<file path="config.mk">
export PLATFORM = sky130hd
export DESIGN_NAME = uart_packet_bridge
export DESIGN_NICKNAME = d
export VERILOG_FILES = /design/src/rtl/uart_pkg.sv /design/src/rtl/uart_byte_timer.sv /design/src/rtl/uart_packet_bridge.sv
export SDC_FILE = /design/constraint.sdc
export NUM_CORES = 1
export LEC_CHECK = 0
export BUFFER_PORTS_ARGS = -buffer_cell sky130_fd_sc_hd__buf_4
export CAP_MARGIN = 20
export CORE_MARGIN = 4
export CORE_UTILIZATION = 55
export DETAILED_ROUTE_END_ITERATION = 6
export HOLD_SLACK_MARGIN = 0.03
export PLACE_DENSITY = 0.78
export SYNTH_ARGS = -nofsm -noshare
export SYNTH_HDL_FRONTEND = slang
export SYNTH_SLANG_ARGS = --single-unit
</file>
<file path="constraint.sdc">
create_clock -name clk -period 3.49 [get_ports clk]
set_input_delay 0.698 -clock clk [delete_from_list [all_inputs] [get_ports clk]]
set_output_delay 0.698 -clock clk [all_outputs]
set_load 0.02 [all_outputs]
</file>
<file path="src/rtl/uart_pkg.sv">
// Shared state encoding and sizing helper for the UART packet bridge.
package uart_pkg;

  typedef enum logic [2:0] {
    ST_IDLE  = 3'd0,
    ST_RECV  = 3'd1,
    ST_START = 3'd2,
    ST_WAIT  = 3'd3,
    ST_SEND  = 3'd4
  } bridge_state_e;

  function automatic int ceil_div(input int num, input int den);
    return (num + den - 1) / den;
  endfunction

endpackage

</file>
<file path="src/rtl/uart_byte_timer.sv">
// Loadable idle counter: tc_o marks the LIMIT-th consecutive enabled,
// uncleared cycle.
module uart_byte_timer #(
  parameter int LIMIT = 1_000_000
) (
  input  logic clk,
  input  logic rst,
  input  logic clear_i,
  input  logic en_i,
  output logic tc_o
);

  localparam int CW = (LIMIT > 1) ? $clog2(LIMIT) : 1;
  localparam logic [CW-1:0] LAST = CW'(LIMIT - 1);

  logic [CW-1:0] count_q, count_d;

  assign tc_o = en_i && (count_q == LAST);

  // Holding at LAST keeps the counter from wrapping if the caller lingers.
  always_comb begin
    count_d = count_q;
    if (clear_i) begin
      count_d = '0;
    end else if (en_i && !tc_o) begin
      count_d = count_q + CW'(1);
    end
  end

  always_ff @(posedge clk) begin
    if (rst) begin
      count_q <= '0;
    end else begin
      count_q <= count_d;
    end
  end

endmodule

</file>
<file path="src/rtl/uart_packet_bridge.sv">
// Collects UART bytes into an operand word, starts the operator, then streams
// the result back out. Define UART_PACKET_BRIDGE_CHECKSUM_EN for XOR checksums.
module uart_packet_bridge
  import uart_pkg::*;
#(
  parameter int DATA_SIZE      = 8,
  parameter int RX_WIDTH       = 65,
  parameter int TX_WIDTH       = 38,
  parameter int TIMEOUT_CYCLES = 1_000_000
) (
  input  logic                 clk,
  input  logic                 rst,
  input  logic [DATA_SIZE-1:0] rx_byte,
  input  logic                 rx_valid,
  output logic [DATA_SIZE-1:0] tx_byte,
  output logic                 tx_valid,
  input  logic                 tx_ready,
  output logic [RX_WIDTH-1:0]  op_word,
  output logic                 op_start,
  input  logic                 op_done,
  input  logic [TX_WIDTH-1:0]  op_result,
  output logic                 busy,
  output logic                 rx_drop,
  output logic                 frame_err,
  output logic [2:0]           state_dbg
);

  localparam int RX_COUNT = ceil_div(RX_WIDTH, DATA_SIZE);
  localparam int TX_COUNT = ceil_div(TX_WIDTH, DATA_SIZE);
  localparam int SH_W     = RX_COUNT * DATA_SIZE;
  localparam int TXP_W    = TX_COUNT * DATA_SIZE;
`ifdef UART_PACKET_BRIDGE_CHECKSUM_EN
  localparam int RX_FRAME = RX_COUNT + 1;
  localparam int TX_FRAME = TX_COUNT + 1;
`else
  localparam int RX_FRAME = RX_COUNT;
  localparam int TX_FRAME = TX_COUNT;
`endif
  localparam int TX_W  = TX_FRAME * DATA_SIZE;
  localparam int RXC_W = $clog2(RX_FRAME + 1);
  localparam int TXC_W = $clog2(TX_FRAME + 1);

  bridge_state_e       state_q, state_d;
  logic [SH_W-1:0]     shift_q, shift_d;
  logic [RXC_W-1:0]    rx_cnt_q, rx_cnt_d;
  logic [RX_WIDTH-1:0] op_word_q, op_word_d;
  logic [TX_W-1:0]     tx_q, tx_d;
  logic [TXC_W-1:0]    tx_cnt_q, tx_cnt_d;
  logic                rx_drop_q, rx_drop_d;
  logic                frame_err_q, frame_err_d;
  logic                timeout;
  logic [TXP_W-1:0]    tx_pad;
  logic [TX_W-1:0]     tx_load;

  // Result zero-extended on the left so the pad bits lead the first TX byte.
  assign tx_pad = TXP_W'(op_result);

`ifdef UART_PACKET_BRIDGE_CHECKSUM_EN
  logic [DATA_SIZE-1:0] csum_q, csum_d;
  logic [DATA_SIZE-1:0] tx_sum;

  always_comb begin
    tx_sum = '0;
    for (int i = 0; i < TX_COUNT; i++) begin
      tx_sum = tx_sum ^ tx_pad[i*DATA_SIZE +: DATA_SIZE];
    end
  end

  assign tx_load = {tx_pad, tx_sum};
`else
  assign tx_load = tx_pad;
`endif

  uart_byte_timer #(
    .LIMIT(TIMEOUT_CYCLES)
  ) u_timer (
    .clk    (clk),
    .rst    (rst),
    .clear_i(rx_valid || (state_q != ST_RECV)),
    .en_i   (state_q == ST_RECV),
    .tc_o   (timeout)
  );

  // TX handshake: a byte moves only on a cycle where tx_valid && tx_ready;
  // while tx_ready is low, tx_valid and tx_byte hold their values.
  assign tx_byte   = tx_q[TX_W-1 -: DATA_SIZE];
  assign tx_valid  = (state_q == ST_SEND);
  assign op_start  = (state_q == ST_START);
  assign busy      = (state_q != ST_IDLE);
  assign op_word   = op_word_q;
  assign rx_drop   = rx_drop_q;
  assign frame_err = frame_err_q;
  assign state_dbg = state_q;

  always_comb begin
    state_d     = state_q;
    shift_d     = shift_q;
    rx_cnt_d    = rx_cnt_q;
    op_word_d   = op_word_q;
    tx_d        = tx_q;
    tx_cnt_d    = tx_cnt_q;
    rx_drop_d   = 1'b0;
    frame_err_d = 1'b0;
`ifdef UART_PACKET_BRIDGE_CHECKSUM_EN
    csum_d      = csum_q;
`endif
    case (state_q)
      ST_IDLE: begin
        if (rx_valid) begin
          shift_d  = SH_W'(rx_byte);
          rx_cnt_d = RXC_W'(1);
`ifdef UART_PACKET_BRIDGE_CHECKSUM_EN
          csum_d   = rx_byte;
`endif
          if (RX_FRAME == 1) begin
            state_d   = ST_START;
            op_word_d = shift_d[RX_WIDTH-1:0];
          end else begin
            state_d = ST_RECV;
          end
        end
      end
      ST_RECV: begin
        // A byte landing on the timeout cycle is lost with the frame.
        if (timeout) begin
          frame_err_d = 1'b1;
          state_d     = ST_IDLE;
          shift_d     = '0;
          rx_cnt_d    = '0;
        end else if (rx_valid) begin
`ifdef UART_PACKET_BRIDGE_CHECKSUM_EN
          if (rx_cnt_q == RXC_W'(RX_COUNT)) begin
            rx_cnt_d = '0;
            if (rx_byte == csum_q) begin
              state_d   = ST_START;
              op_word_d = shift_q[RX_WIDTH-1:0];
            end else begin
              frame_err_d = 1'b1;
              state_d     = ST_IDLE;
              shift_d     = '0;
            end
          end else begin
            shift_d  = (shift_q << DATA_SIZE) | SH_W'(rx_byte);
            csum_d   = csum_q ^ rx_byte;
            rx_cnt_d = rx_cnt_q + RXC_W'(1);
          end
`else
          shift_d  = (shift_q << DATA_SIZE) | SH_W'(rx_byte);
          rx_cnt_d = rx_cnt_q + RXC_W'(1);
          if (rx_cnt_d == RXC_W'(RX_FRAME)) begin
            state_d   = ST_START;
            op_word_d = shift_d[RX_WIDTH-1:0];
          end
`endif
        end
      end
      ST_START: begin
        rx_drop_d = rx_valid;
        rx_cnt_d  = '0;
        state_d   = ST_WAIT;
      end
      ST_WAIT: begin
        rx_drop_d = rx_valid;
        if (op_done) begin
          tx_d     = tx_load;
          tx_cnt_d = '0;
          state_d  = ST_SEND;
        end
      end
      ST_SEND: begin
        rx_drop_d = rx_valid;
        if (tx_ready) begin
          tx_d     = tx_q << DATA_SIZE;
          tx_cnt_d = tx_cnt_q + TXC_W'(1);
          if (tx_cnt_q == TXC_W'(TX_FRAME - 1)) begin
            tx_cnt_d = '0;
            state_d  = ST_IDLE;
          end
        end
      end
      default: begin
        state_d = ST_IDLE;
      end
    endcase
  end

  always_ff @(posedge clk) begin
    if (rst) begin
      state_q     <= ST_IDLE;
      shift_q     <= '0;
      rx_cnt_q    <= '0;
      op_word_q   <= '0;
      tx_q        <= '0;
      tx_cnt_q    <= '0;
      rx_drop_q   <= 1'b0;
      frame_err_q <= 1'b0;
`ifdef UART_PACKET_BRIDGE_CHECKSUM_EN
      csum_q      <= '0;
`endif
    end else begin
      state_q     <= state_d;
      shift_q     <= shift_d;
      rx_cnt_q    <= rx_cnt_d;
      op_word_q   <= op_word_d;
      tx_q        <= tx_d;
      tx_cnt_q    <= tx_cnt_d;
      rx_drop_q   <= rx_drop_d;
      frame_err_q <= frame_err_d;
`ifdef UART_PACKET_BRIDGE_CHECKSUM_EN
      csum_q      <= csum_d;
`endif
    end
  end

endmodule

</file>
Yosys cells after proc, flatten, opt, wreduce, memory -nomap -nowiden
Index checks and enable logic that the tools add are counted.
{"block": "totals", "mem_bits_rw": 0, "n_memories": 0, "rom_bits": 0, "input_bits": 51, "latch_bits": 0, "ff_bits": 194}
{"block": "op_classes", "order_cmp": 0, "n_bitwise": 4, "reduce_logical": 18, "n_div": 0, "multipliers": 0, "n_shift": 0, "n_eq_ne": 14, "muxes": 24, "n_addsub": 3}
{"operator": "$mux 57", "n": 3}
{"operator": "$pmux 57 s2", "n": 1}
{"operator": "$mux 40", "n": 2}
{"operator": "$pmux 40 s2", "n": 1}
{"operator": "$or 65x8->65", "n": 1}
{"operator": "$mux 3", "n": 10}
{"operator": "$add 20x1->20 const B", "n": 1}
{"operator": "$eq 20x20->1 const B", "n": 1}
{"operator": "$pmux 3 s5", "n": 1}
{"operator": "$mux 4", "n": 3}
{"operator": "$pmux 4 s3", "n": 1}
{"operator": "$reduce_and 3->1", "n": 3}
{"operator": "$eq 3x2->1 const B", "n": 2}
{"operator": "$eq 3x3->1 const B", "n": 2}
{"operator": "$ne 3x3->1 const B", "n": 2}
{"operator": "$pmux 3 s2", "n": 1}
{"operator": "$reduce_and 6->1", "n": 1}
{"operator": "$reduce_bool 3->1", "n": 2}
{"operator": "$reduce_or 2->1", "n": 3}
{"operator": "$add 4x1->4 const B", "n": 1}
{"operator": "$eq 4x4->1 const B", "n": 1}
{"operator": "$ne 2x1->1 const B", "n": 2}
{"operator": "$ne 2x2->1 const B", "n": 2}
{"operator": "$reduce_and 4->1", "n": 1}
{"operator": "other kinds (11)", "n": 15}

Depth between registers and ports, before layout
Gate-level depths: netlist of the first run.
{"block": "logic_depth", "ltp_word": 6, "mapped_depth": 8, "ltp_nobuf": 7}

Hierarchy
Synthesis of the first run repeated with hierarchy kept, for this count alone.
{"block": "unflattened", "cells_unflattened": 901, "area_unflattened_um2": 8589.5}
{"module": "uart_packet_bridge", "area_each_um2": 7589.8, "cells_each": 785, "seq_area_each_um2": 3483.3, "instances": 1}
{"module": "uart_byte_timer", "area_each_um2": 999.7, "cells_each": 116, "seq_area_each_um2": 400.4, "instances": 1}

Least setup slack after synthesis of the first run
Ideal clock, no wire load.
{"block": "synth_path", "path_type": "reg-to-reg", "start": "register state_q[1] (netlist: state_dbg[1])", "end": "register rx_cnt_q[3]", "setup_ps": 101, "stages_incl_launch_ff": 7, "path_slack_ps": 1222, "n_path_buf": 1, "t_required_ps": 3389, "arrival_time_ps": 2167, "cell_sequence": "dfxtp_1 -> buf_2 -> nor3b_1 -> o211ai_1 -> o21a_1 -> or3_1 -> o41ai_1"}
{"block": "synth_between", "word_cells_on_any_way": 10}
{"element": "start, declared", "line": "uart_packet_bridge.sv:43", "text": "bridge_state_e state_q, state_d;"}
{"element": "start signal, assigned", "line": "uart_packet_bridge.sv:201", "text": "state_q <= state_d;"}
{"element": "$eq 3x2->1 (*)"}
{"element": "net op_start", "line": "uart_packet_bridge.sv:19", "text": "output logic op_start,"}
{"element": "$reduce_bool 3->1 (no line)"}
{"element": "$reduce_and 3->1 (no line)"}
{"element": "end signal, assigned", "line": "uart_packet_bridge.sv:203", "text": "rx_cnt_q <= rx_cnt_d;"}
{"element": "end, declared", "line": "uart_packet_bridge.sv:45", "text": "logic [RXC_W-1:0] rx_cnt_q, rx_cnt_d;"}
Mark *: on every way through the listed nets, which the timed path passes. The rest lies on a longest branch.
A chain may end at the register's enable or synchronous reset.

Worst setup path in the final report of the first run
{"block": "layout_path", "start": "register state_q[0] (netlist: state_dbg[0])", "end": "register op_word_q[14] (netlist: op_word[14])"}
{"block": "layout_between", "elab_chain_cells": 4}
{"element": "$eq 3x1->1 (*)", "line": "uart_packet_bridge.sv:80, uart_packet_bridge.sv:107"}
{"element": "$logic_and 1x1->1", "line": "uart_byte_timer.sv:18", "text": "assign tc_o = en_i && (count_q == LAST);"}
{"element": "$not 1->1 (no line)"}
{"element": "$reduce_and 4->1 (no line) (*)"}
{"element": "end signal, assigned", "line": "uart_packet_bridge.sv:204", "text": "op_word_q <= op_word_d;"}
{"element": "end, declared", "line": "uart_packet_bridge.sv:46", "text": "logic [RX_WIDTH-1:0] op_word_q, op_word_d;"}
Every way passes the cells marked *; elsewhere a longest branch is shown, timed or not.

==> results.md, run 1 <==
- Status: complete, no violations
- Count leader, synth: dfxtp_1
- Worst Tran Pin Value: 1.03 ns
- Top FF cell, synth: dfxtp_1
- DR WL/cell: 15.9 um
- DR pass1 iterations: 5
- Die ar.: 0.0167 mm2
- Post-Syn Area: 0.00809 mm2
- Max Root-Sink Buffers: 2
- Critical Path Fanout Max: 57
- Synth warnings: 0
- Fmax: 0.364 GHz
- Min-Delay Path Depth: 2
- Die H: 129 um
- Unrepaired setup endpoints after global routing: no
- ANT nets after route: 0
- Worst vdd ir: 356 uV
- Hold EP: op_word[41]
- CTS tree: yes
- Net Count, Synth: 870
- Hold Path Class: flop to flop
- Final RePlAce weighted congestion: 0.820
- R2r endpoint: op_word[14]
- Htree depth: 4
- Clk_skew: 0.0119 ns
- ANT cells: 0
- I/O Pins: 132
- Fin. max-slew vios: 0
- Initial Util: 0.559
- CTS Buf Count: 17
- Synth async-reset ratio: 0
- Worst reg2reg startpoint: state_dbg[0]
- Slew margin rel.: 0.308
- PortBufs: 131
- Worst Reg-to-Reg Cells: 5
- Top post-synthesis cells by count: dfxtp_1 (194), nand2b_1 (135), mux2i_1 (99)
- Via/cell ratio: 5.57
- # hold bufs at CTS: 0
- Cell accounting for the most synthesized area: dfxtp_1
- Initial antenna violation count: 0
- PwrDens: 526 mW/mm2
- Clock sinks: 194
- Post-synth top area share: 0.480
- Area delta synth->final: 20.2%
- GRT Residual Overflow: 0
- Seq/Total Area, Yosys: 0.480
- CTS resizes: 0
- GRT Total Usage: 0.211
- FF+latch count, synth: 194
- Number of setup violations in the final report: 0
- Setup bufs post-CTS: 0
- Drt total wl: 17.6 mm
- Min Tclk post-route: 2.75 ns
- # nets final: 962
- Clock root cell: clkbuf_16
- Final period util: 0.788
- Fill cells: 1094
- CP Capture Type: flop
- Clk Latency, worst-skew pair: 0.43 ns
- Setup CP Type: flop to flop
- Drc violations: 0
- Share of post-route cells with drive strength above 1: 0.201
- Count of flip-flops with a built-in enable after synthesis: 0
- Die X: 129 um
- Worst Path Arrival: 3.11 ns
- Register-to-register setup slack: 0.74 ns
- First DRT Iteration DRCs: 417
- Hold WS: 0.476 ns
- HP Start: op_word[41]
- Startpoint Class: flop
- Via count: 6142
- Core area: 0.0145 mm2
- Detail Placement HPWL: 11.9 mm
- Mapped Cells: 814
- Max Cap Viol: 0
- First-pass GRT wire length: 28.8 mm
- Largest net degree at the start of global routing: 141
- Vias in the first global route: 5925
- Row cnt: 44
- Final Hold Fails: 0
- Reg clk slew, reported paths: 0.07 ns
- Worst EP required: 3.85 ns
- Setup TNS: 0 ns
- Synth cell types: 58
- Mapped Avg Cell Area: 9.94 um2
- Static leakage: 0.00380 uW
- Top cells by area, synth: dfxtp_1 (48%), mux2i_1 (12%), nand2b_1 (10%)
[power by group]
part | switching, uW | internal [uW] | total [uW]
Clock | 860 | 1260 | 2120
Combinational | 374 | 246 | 620
Sequential | 85.1 | 2290 | 2380
Total | 1320 | 3790 | 5110
[flip-flops by register name (all words and copies together) (netlist names)]
signal           flops
frame_err            1
op_word             65
rx_cnt_q             4
rx_drop              1
shift_q             57
state_dbg            3
tx_cnt_q             3
tx_q                40
u_timer.count_q     20
[cells by family after synthesis]
group / synth area share
AND/OR/NAND/NOR: 0.208
flip-flops: 0.480
AO/OA/AOI/OAI: 0.130
multiplexers: 0.124
buffers and inverters: 0.0436
XOR/XNOR: 0.00758
adder cells (fa/ha/maj): 0.00773
[placed cells by master (no fill, tap or decap), types with 10 or more instances in the layout]
cell	n
a211oi_1	32
a21oi_1	18
a22o_1	49
buf_4	137
clkbuf_16	17
dfxtp_1	194
mux2i_1	99
nand2_1	22
nand2b_1	135
nand3_1	11
nor2_1	59
or3_1	10
[layout make-up]
| class | count | area (um2) | share of cell area |
|---|---|---|---|
| flip-flops and latches | 194 | 3880 | 0.399 |
| clock inverters | 13 | 199 | 0.0205 |
| clock buffers | 19 | 453 | 0.0466 |
| inverters | 10 | 37.5 | 0.00386 |
| well taps | 184 | 230 | 0.0237 |
| multi-input cells | 545 | 3870 | 0.398 |
| repair buffers | 138 | 1050 | 0.108 |
[how the worst max path moves through the flow]
stage	slack, ns	start	depth (start not counted)	endpoint
global route	0.47	state_dbg[0]	5	op_word[10]
global placement	0.91	state_dbg[0]	5	op_word[20]
floorplan	1.22	state_dbg[1]	6	rx_cnt_q[3]
detailed placement	0.77	state_dbg[0]	5	op_word[28]
finish	0.74	state_dbg[0]	5	op_word[14]
CTS	0.75	state_dbg[0]	5	op_word[28]
[metal layers]
layer  vias to the layer above  GRT usage  part of all wire
met2                       126      0.352              0.49
met1                      2927      0.279              0.45
met3                        20     0.0429             0.047
li1                       3069          -                 -
met5                         -          0                 0
met4                         0     0.0587             0.012
[metrics by stage]
| step | worst slack (ns) | instance area [um2] | cells | total power [uW] | util |
|---|---|---|---|---|---|
| 5_1_grt | 0.474 | 9720 | 1103 | 5310 | 0.672 |
| 3_3_place_gp | 0.909 | 9070 | 1071 | 3020 | 0.627 |
| 4_1_cts | 0.749 | 9720 | 1103 | 5140 | 0.672 |
| 6_report | 0.741 | 9720 | 1103 | 5110 | 0.672 |
| 2_1_floorplan | 1.22 | 8090 | 814 | 2850 | - |
| 3_5_place_dp | 0.765 | 9070 | 1071 | 3040 | 0.627 |
[critical path, stage by stage (launching register included)]
cell and delay, ns:
dfxtp_1 0.60, nor3b_2 0.53, o21ai_1 0.49, nor3_2 0.38, buf_12 0.37, mux2i_1 0.25
Note: power is estimated with default switching activity, not from simulation.
==> run 2, diff against run 1 <==
--- a/config.mk
+++ b/config.mk
@@ -5,6 +5,7 @@
 export SDC_FILE = /design/constraint.sdc
 export NUM_CORES = 1
 export LEC_CHECK = 0
+export ABC_AREA = 1
 export BUFFER_PORTS_ARGS = -buffer_cell sky130_fd_sc_hd__buf_4
 export CAP_MARGIN = 20
 export CORE_MARGIN = 4
==> constraint.sdc (replaced) <==
create_clock -name clk -period 2.87 [get_ports clk]
set_input_delay 0.574 -clock clk [delete_from_list [all_inputs] [get_ports clk]]
set_output_delay 0.574 -clock clk [all_outputs]
set_load 0.02 [all_outputs]
==> results.md, run 2 <==
- Status: complete, no violations
- Share of post-route cells with drive strength above 1: 0.151 (-0.0499)
- Min-Delay Path Depth: 3 (+1)
- Commonest non-fill, non-tap cell in the layout: nand2_1
- Final period util: 0.814
- Htree depth: 4 (unchanged)
- Synth warnings: 0 (unchanged)
- Hold Path Class: input port to flop
- GRT Total Usage: 0.220 (+0.00898)
- Min Tclk post-route: 2.34 ns
- Final RePlAce weighted congestion: 0.888 (+8.3%)
- Crit path max-delay family: buffers and inverters
- Crit path launch: state_dbg[0]
- Die ar.: 0.0170 mm2 (+1.9%)
- Worst Path Arrival: 1.76 ns (-1.35 ns)
- Top cells by area, synth: dfxtp_1 (47%), nand2_1 (15%), nor2_1 (13%)
- Hold WS: 0.412 ns (-0.0643 ns)
- Seq/Total Area, Yosys: 0.470 (-0.00974)
- Post-Syn Area: 0.00826 mm2 (+2.1%)
- Drt total wl: 18.7 mm (+6.4%)
- Unrepaired setup endpoints after global routing: no
- CP Capture Type: output port
- DR WL/cell: 12.8 um (-20%)
- CTS Buf Count: 17 (unchanged)
- Slew margin rel.: 0.469 (+0.161)
- Max reg flops: 65 (unchanged)
- Tot Pwr: 7570 uW (+48%)
- Final Hold Fails: 0 (unchanged)
- Hold EP: op_word[3]
- Worst Tran Pin Value: 0.790 ns (-0.241 ns)
- Count leader, synth: nand2_1
- Static leakage: 0.00414 uW (+8.7%)
- Synth async-reset ratio: 0 (unchanged)
- First-pass GRT wire length: 30.6 mm (+6.1%)
- Detail Placement HPWL: 12.3 mm (+3.8%)
- Initial antenna violation count: 0 (unchanged)
- Drc violations: 0 (unchanged)
- Top post-synthesis cells by count: nand2_1 (325), nor2_1 (286), dfxtp_1 (194)
- Vias in the first global route: 6681 (+13%)
- Row cnt: 44 (unchanged)
- Mapped Avg Cell Area: 7.01 um2 (-30%)
- First DRT Iteration DRCs: 543 (+30%)
- Initial Util: 0.564 (+0.00515)
- Clock sinks: 194 (unchanged)
- Worst EP required: 2.30 ns (-1.55 ns)
- Max Cap Viol: 0 (unchanged)
- Core area: 0.0146 mm2 (+1.1%)
- Setup CP Type: flop to output port
- Slowest-stage cell, CP: dfxtp_1
- Net Count, Synth: 1235 (+42%)
- Fin. max-slew vios: 0 (unchanged)
- Via count: 7538 (+23%)
- Register-to-register setup slack: 0.54 ns (-0.20 ns)
- Critical Path Fanout Max: 35 (-39%)
- Worst reg2reg startpoint: u_timer.count_q[0]
- HP Start: rx_byte[3]
- Post-synth top area share: 0.470 (-0.00974)
- Setup TNS: 0 ns (unchanged)
- Die X: 131 um (+0.97%)
- Max Root-Sink Buffers: 2 (unchanged)
- Die H: 131 um (+0.97%)
- Fmax: 0.428 GHz
- CP most frequent cell: buf_4
- Synth cell types: 31 (-47%)
- Area delta synth->final: 18.1%
- # hold bufs at CTS: 0 (unchanged)
- CTS tree: yes
- Count of flip-flops with a built-in enable after synthesis: 0 (unchanged)
- CP cell instances: nor2_1, nand2_1, inv_2, buf_4, buf_4
- PwrDens: 777 mW/mm2 (+48%)
- Max stage delay on crit path: 0.41 ns (-0.19 ns)
- Mapped Cells: 1179 (+45%)
- Cell accounting for the most synthesized area: dfxtp_1
- Clk_skew: 0.00774 ns (-0.00414 ns)
- Via/cell ratio: 5.17 (-7.2%)
- Largest net degree at the start of global routing: 160 (+13%)
- Setup bufs post-CTS: 0 (unchanged)
- Worst vdd ir: 465 uV (+31%)
- FF+latch count, synth: 194 (unchanged)
- Clock root cell: clkbuf_16
- Top FF cell, synth: dfxtp_1
- GRT Residual Overflow: 0 (unchanged)
- Worst Reg-to-Reg Cells: 9 (+4)
- ANT cells: 0 (unchanged)
- Reg clk slew, reported paths: 0.07 ns (about the same)
- PortBufs: 131 (unchanged)
- Startpoint Class: flop
- # nets final: 1318 (+37%)
- I/O Pins: 132 (unchanged)
- DR pass1 iterations: 6 (+1)
- CTS resizes: 0 (unchanged)
- Crit path buf inv count: 3 (+2)
- R2r endpoint: shift_q[37]
- ANT nets after route: 0 (unchanged)
- Clk Latency, worst-skew pair: 0.43 ns (about the same)
- Most frequent cells in the layout: nand2_1 (325), nor2_1 (286), dfxtp_1 (194), buf_4 (138), o21ai_0 (96)
- Number of setup violations in the final report: 0 (unchanged)
## run 2: changes by cell type after synthesis, moves of 12 or more
cell,change
buf_6,+16
clkbuf_1,-12
a21oi_1,+17
mux2i_1,-99
inv_1,+24
nor2_1,+226
nand2b_1,-135
nand3_1,+24
a211oi_1,-32
a22o_1,-49
a31oi_1,+28
nand2_1,+302
o21ai_0,+90
## run 2: metrics by stage
stage / cell area (um2) / utilization / setup slack (ns) / instances
after detailed placement: 9120 / 0.623 / 0.573 / 1426
final: 9750 / 0.666 / 0.533 / 1459
after global routing: 9750 / 0.666 / 0.283 / 1459
after global placement: 9120 / 0.623 / 0.681 / 1426
after CTS: 9730 / 0.664 / 0.521 / 1458
after floorplan: 8260 / - / 0.954 / 1179
## run 2: layout make-up
cell class	count	area (um2)
clock buffers	20	457
clock inverters	12	154
fillers	1320	4890
inverters	43	164
multi-input cells	862	3710
flip-flops and latches	194	3880
well taps	184	230
repair buffers	144	1160
## run 2: layer usage
layer / vias up / GRT usage / share of wire
met1: 3422 / 0.282 / 0.46
met5: - / 0 / 0
met2: 176 / 0.352 / 0.46
met4: 0 / 0.0871 / 0.020
met3: 28 / 0.0622 / 0.062
li1: 3912 / - / -
## run 2: kinds of logic after synthesis
logic type,synth area share
flops,0.470
buf+inv,0.0810
fa+ha+maj,0.00757
compound gates,0.110
simple gates,0.324
xor+xnor,0.00636
## run 2: worst min-delay path: stages
cell and delay, ns:
buf_4 0.09, o21ai_0 0.07, nor2_1 0.08
## run 2: how the worst max path moves through the flow
stage | end | slack [ns] | depth (start not counted)
final | tx_valid | 0.53 | 5
after global routing | op_word[20] | 0.28 | 10
after CTS | tx_valid | 0.52 | 5
after detailed placement | op_word[0] | 0.57 | 10
after global placement | shift_q[51] | 0.68 | 9
after floorplan | tx_valid | 0.95 | 5
## run 2: report_power, final
part | leakage [uW] | switching, uW | internal [uW]
clock network | 0.000293 | 1020 | 1420
registers | 0.00158 | 262 | 3020
logic | 0.00227 | 1190 | 660
==> run 3, diff against run 2 <==
--- a/config.mk
+++ b/config.mk
@@ -5,7 +5,7 @@
 export SDC_FILE = /design/constraint.sdc
 export NUM_CORES = 1
 export LEC_CHECK = 0
-export ABC_AREA = 1
+export ABC_AREA = 0
 export BUFFER_PORTS_ARGS = -buffer_cell sky130_fd_sc_hd__buf_4
 export CAP_MARGIN = 20
 export CORE_MARGIN = 4
==> constraint.sdc (replaced) <==
create_clock -name clk -period 2.3 [get_ports clk]
set_input_delay 0.46 -clock clk [delete_from_list [all_inputs] [get_ports clk]]
set_output_delay 0.46 -clock clk [all_outputs]
set_load 0.02 [all_outputs]
==> results.md, run 3 (same netlist as run 1, synthesis figures left out) <==
- Clock root cell: clkbuf_16
- Fmax: 0.449 GHz
- Critical Path Fanout Max: 7 (-80%)
- Worst EP required: 1.84 ns (-0.46 ns)
- Clk_skew: 0.00667 ns (-0.00108 ns)
- Final period util: 0.969
- CTS Buf Count: 17 (unchanged)
- Core area: 0.0145 mm2 (-1.1%)
- Fin. max-slew vios: 0 (unchanged)
- Die H: 129 um (-0.96%)
- Max Cap Viol: 0 (unchanged)
- PortBufs: 131 (unchanged)
- Vias in the first global route: 6028 (-9.8%)
- Hold Path Class: input port to flop
- Reg clk slew, reported paths: 0.07 ns (about the same)
- DR WL/cell: 16.2 um (+26%)
- Startpoint Class: flop
- Unrepaired setup endpoints after global routing: yes
- GRT Residual Overflow: 0 (unchanged)
- Via count: 6204 (-18%)
- Detail Placement HPWL: 12.1 mm (-1.9%)
- Final Util: 0.677 (+0.0111)
- CP Capture Type: output port
- Worst Tran Pin Value: 0.731 ns (-0.0588 ns)
- Hold WS: 0.259 ns (-0.152 ns)
- ANT nets after route: 0 (unchanged)
- Final Hold Fails: 0 (unchanged)
- Max Root-Sink Buffers: 2 (unchanged)
- CTS resizes: 0 (unchanged)
- Share of post-route cells with drive strength above 1: 0.214 (+0.0628)
- Clk Latency, worst-skew pair: 0.42 ns (about the same)
- Setup CP Type: flop to output port
- Die X: 129 um (-0.96%)
- Initial Util: 0.559 (-0.00515)
- Area delta synth->final: 21.1%
- Status: complete, no violations
- Die ar.: 0.0167 mm2 (-1.9%)
- Initial antenna violation count: 0 (unchanged)
- Row cnt: 44 (unchanged)
- Commonest non-fill, non-tap cell in the layout: dfxtp_1
- # nets final: 977 (-26%)
- First-pass GRT wire length: 29.5 mm (-3.7%)
- Htree depth: 4 (unchanged)
- Worst Path Arrival: 1.77 ns (about the same)
- ANT cells: 0 (unchanged)
- Number of setup violations in the final report: 0 (unchanged)
- CTS tree: yes
- Setup bufs post-CTS: 0 (unchanged)
- I/O Pins: 132 (unchanged)
- Final RePlAce weighted congestion: 0.861 (-3.0%)
- Worst vdd ir: 518 uV (+11%)
- DR pass1 iterations: 5 (-1)
- Via/cell ratio: 5.55 (+7.4%)
- Drt total wl: 18.1 mm (-3.1%)
- Largest net degree at the start of global routing: 184 (+15%)
- Clock sinks: 194 (unchanged)
- PwrDens: 754 mW/mm2 (-2.9%)
- Max reg flops: 65 (unchanged)
- Most frequent cells in the layout: dfxtp_1 (194), buf_4 (147), nand2b_1 (135), mux2i_1 (99), nor2_1 (59)
- Drc violations: 0 (unchanged)
- Min Tclk post-route: 2.23 ns
- Fill cells: 1131 (-14%)
- Slew margin rel.: 0.512 (+0.0432)
- # hold bufs at CTS: 0 (unchanged)
- GRT Total Usage: 0.215 (-0.00459)
- Static leakage: 0.00385 uW (-6.8%)
- First DRT Iteration DRCs: 372 (-31%)
## run 3: cell types whose count changed in the layout (fill, tap and decap cells not counted), moves of 28 or more
| cell | before | now |
|---|---|---|
| nand2_1 | 325 | 22 |
| nor2_1 | 286 | 59 |
| nand2b_1 | 0 | 135 |
| mux2i_1 | 0 | 99 |
| o21ai_0 | 96 | 6 |
| a22o_1 | 0 | 49 |
| a211oi_1 | 0 | 32 |
| a31oi_1 | 30 | 2 |
## run 3: worst paths after layout
| check | from | end | slack (ns) | cells past startpoint |
|---|---|---|---|---|
| setup / recovery | state_dbg[2] | tx_valid | 0.07 | 3 |
| hold / removal | rx_byte[4] | shift_q[4] | 0.26 | 2 |
| setup reg to reg | u_timer.count_q[7] | shift_q[47] | 0.09 | 6 |
| hold reg to reg | op_word[63] | op_word[63] | 0.48 | 2 |
## run 3: report_power, final
| part | internal (uW) | leakage, uW | switching [uW] |
|---|---|---|---|
| clock network | 1470 | 0.000271 | 1260 |
| registers | 3480 | 0.00157 | 95.9 |
| logic | 463 | 0.00202 | 619 |
| total | 5420 | 0.00385 | 1970 |
## run 3: worst max-delay path, stage by stage, from the launching register on
cell     delay (ns)
dfxtp_1        0.48
or3b_2         0.55
inv_2          0.15
buf_4          0.17
## run 3: area by class of cell
class,count,area [um2],share of cell area
clock buffers,21,470,0.0480
well taps,184,230,0.0235
inverters,10,37.5,0.00383
multi-input cells,545,3880,0.396
clock inverters,11,77.6,0.00792
flip-flops and latches,194,3880,0.396
repair buffers,153,1220,0.124
## run 3: stage by stage
step	cell area, um2	TNS, ns	instances	worst slack [ns]	power, uW
after floorplan	8090	0	814	0.0324	4330
after global placement	9230	0	1085	0.172	4680
after detailed placement	9230	0	1085	0.123	4720
after CTS	9770	0	1117	0.0537	7420
after global routing	9800	-0.308	1118	-0.0247	7710
final	9800	0	1118	0.0716	7390
## run 3: per-layer routing
layer  up-vias  part of all wire  track usage
li1       3107                 -            -
met1      2938              0.46        0.285
met2       134              0.49        0.356
met3        25             0.044       0.0462
met4         0             0.015       0.0655
met5         -                 0            0
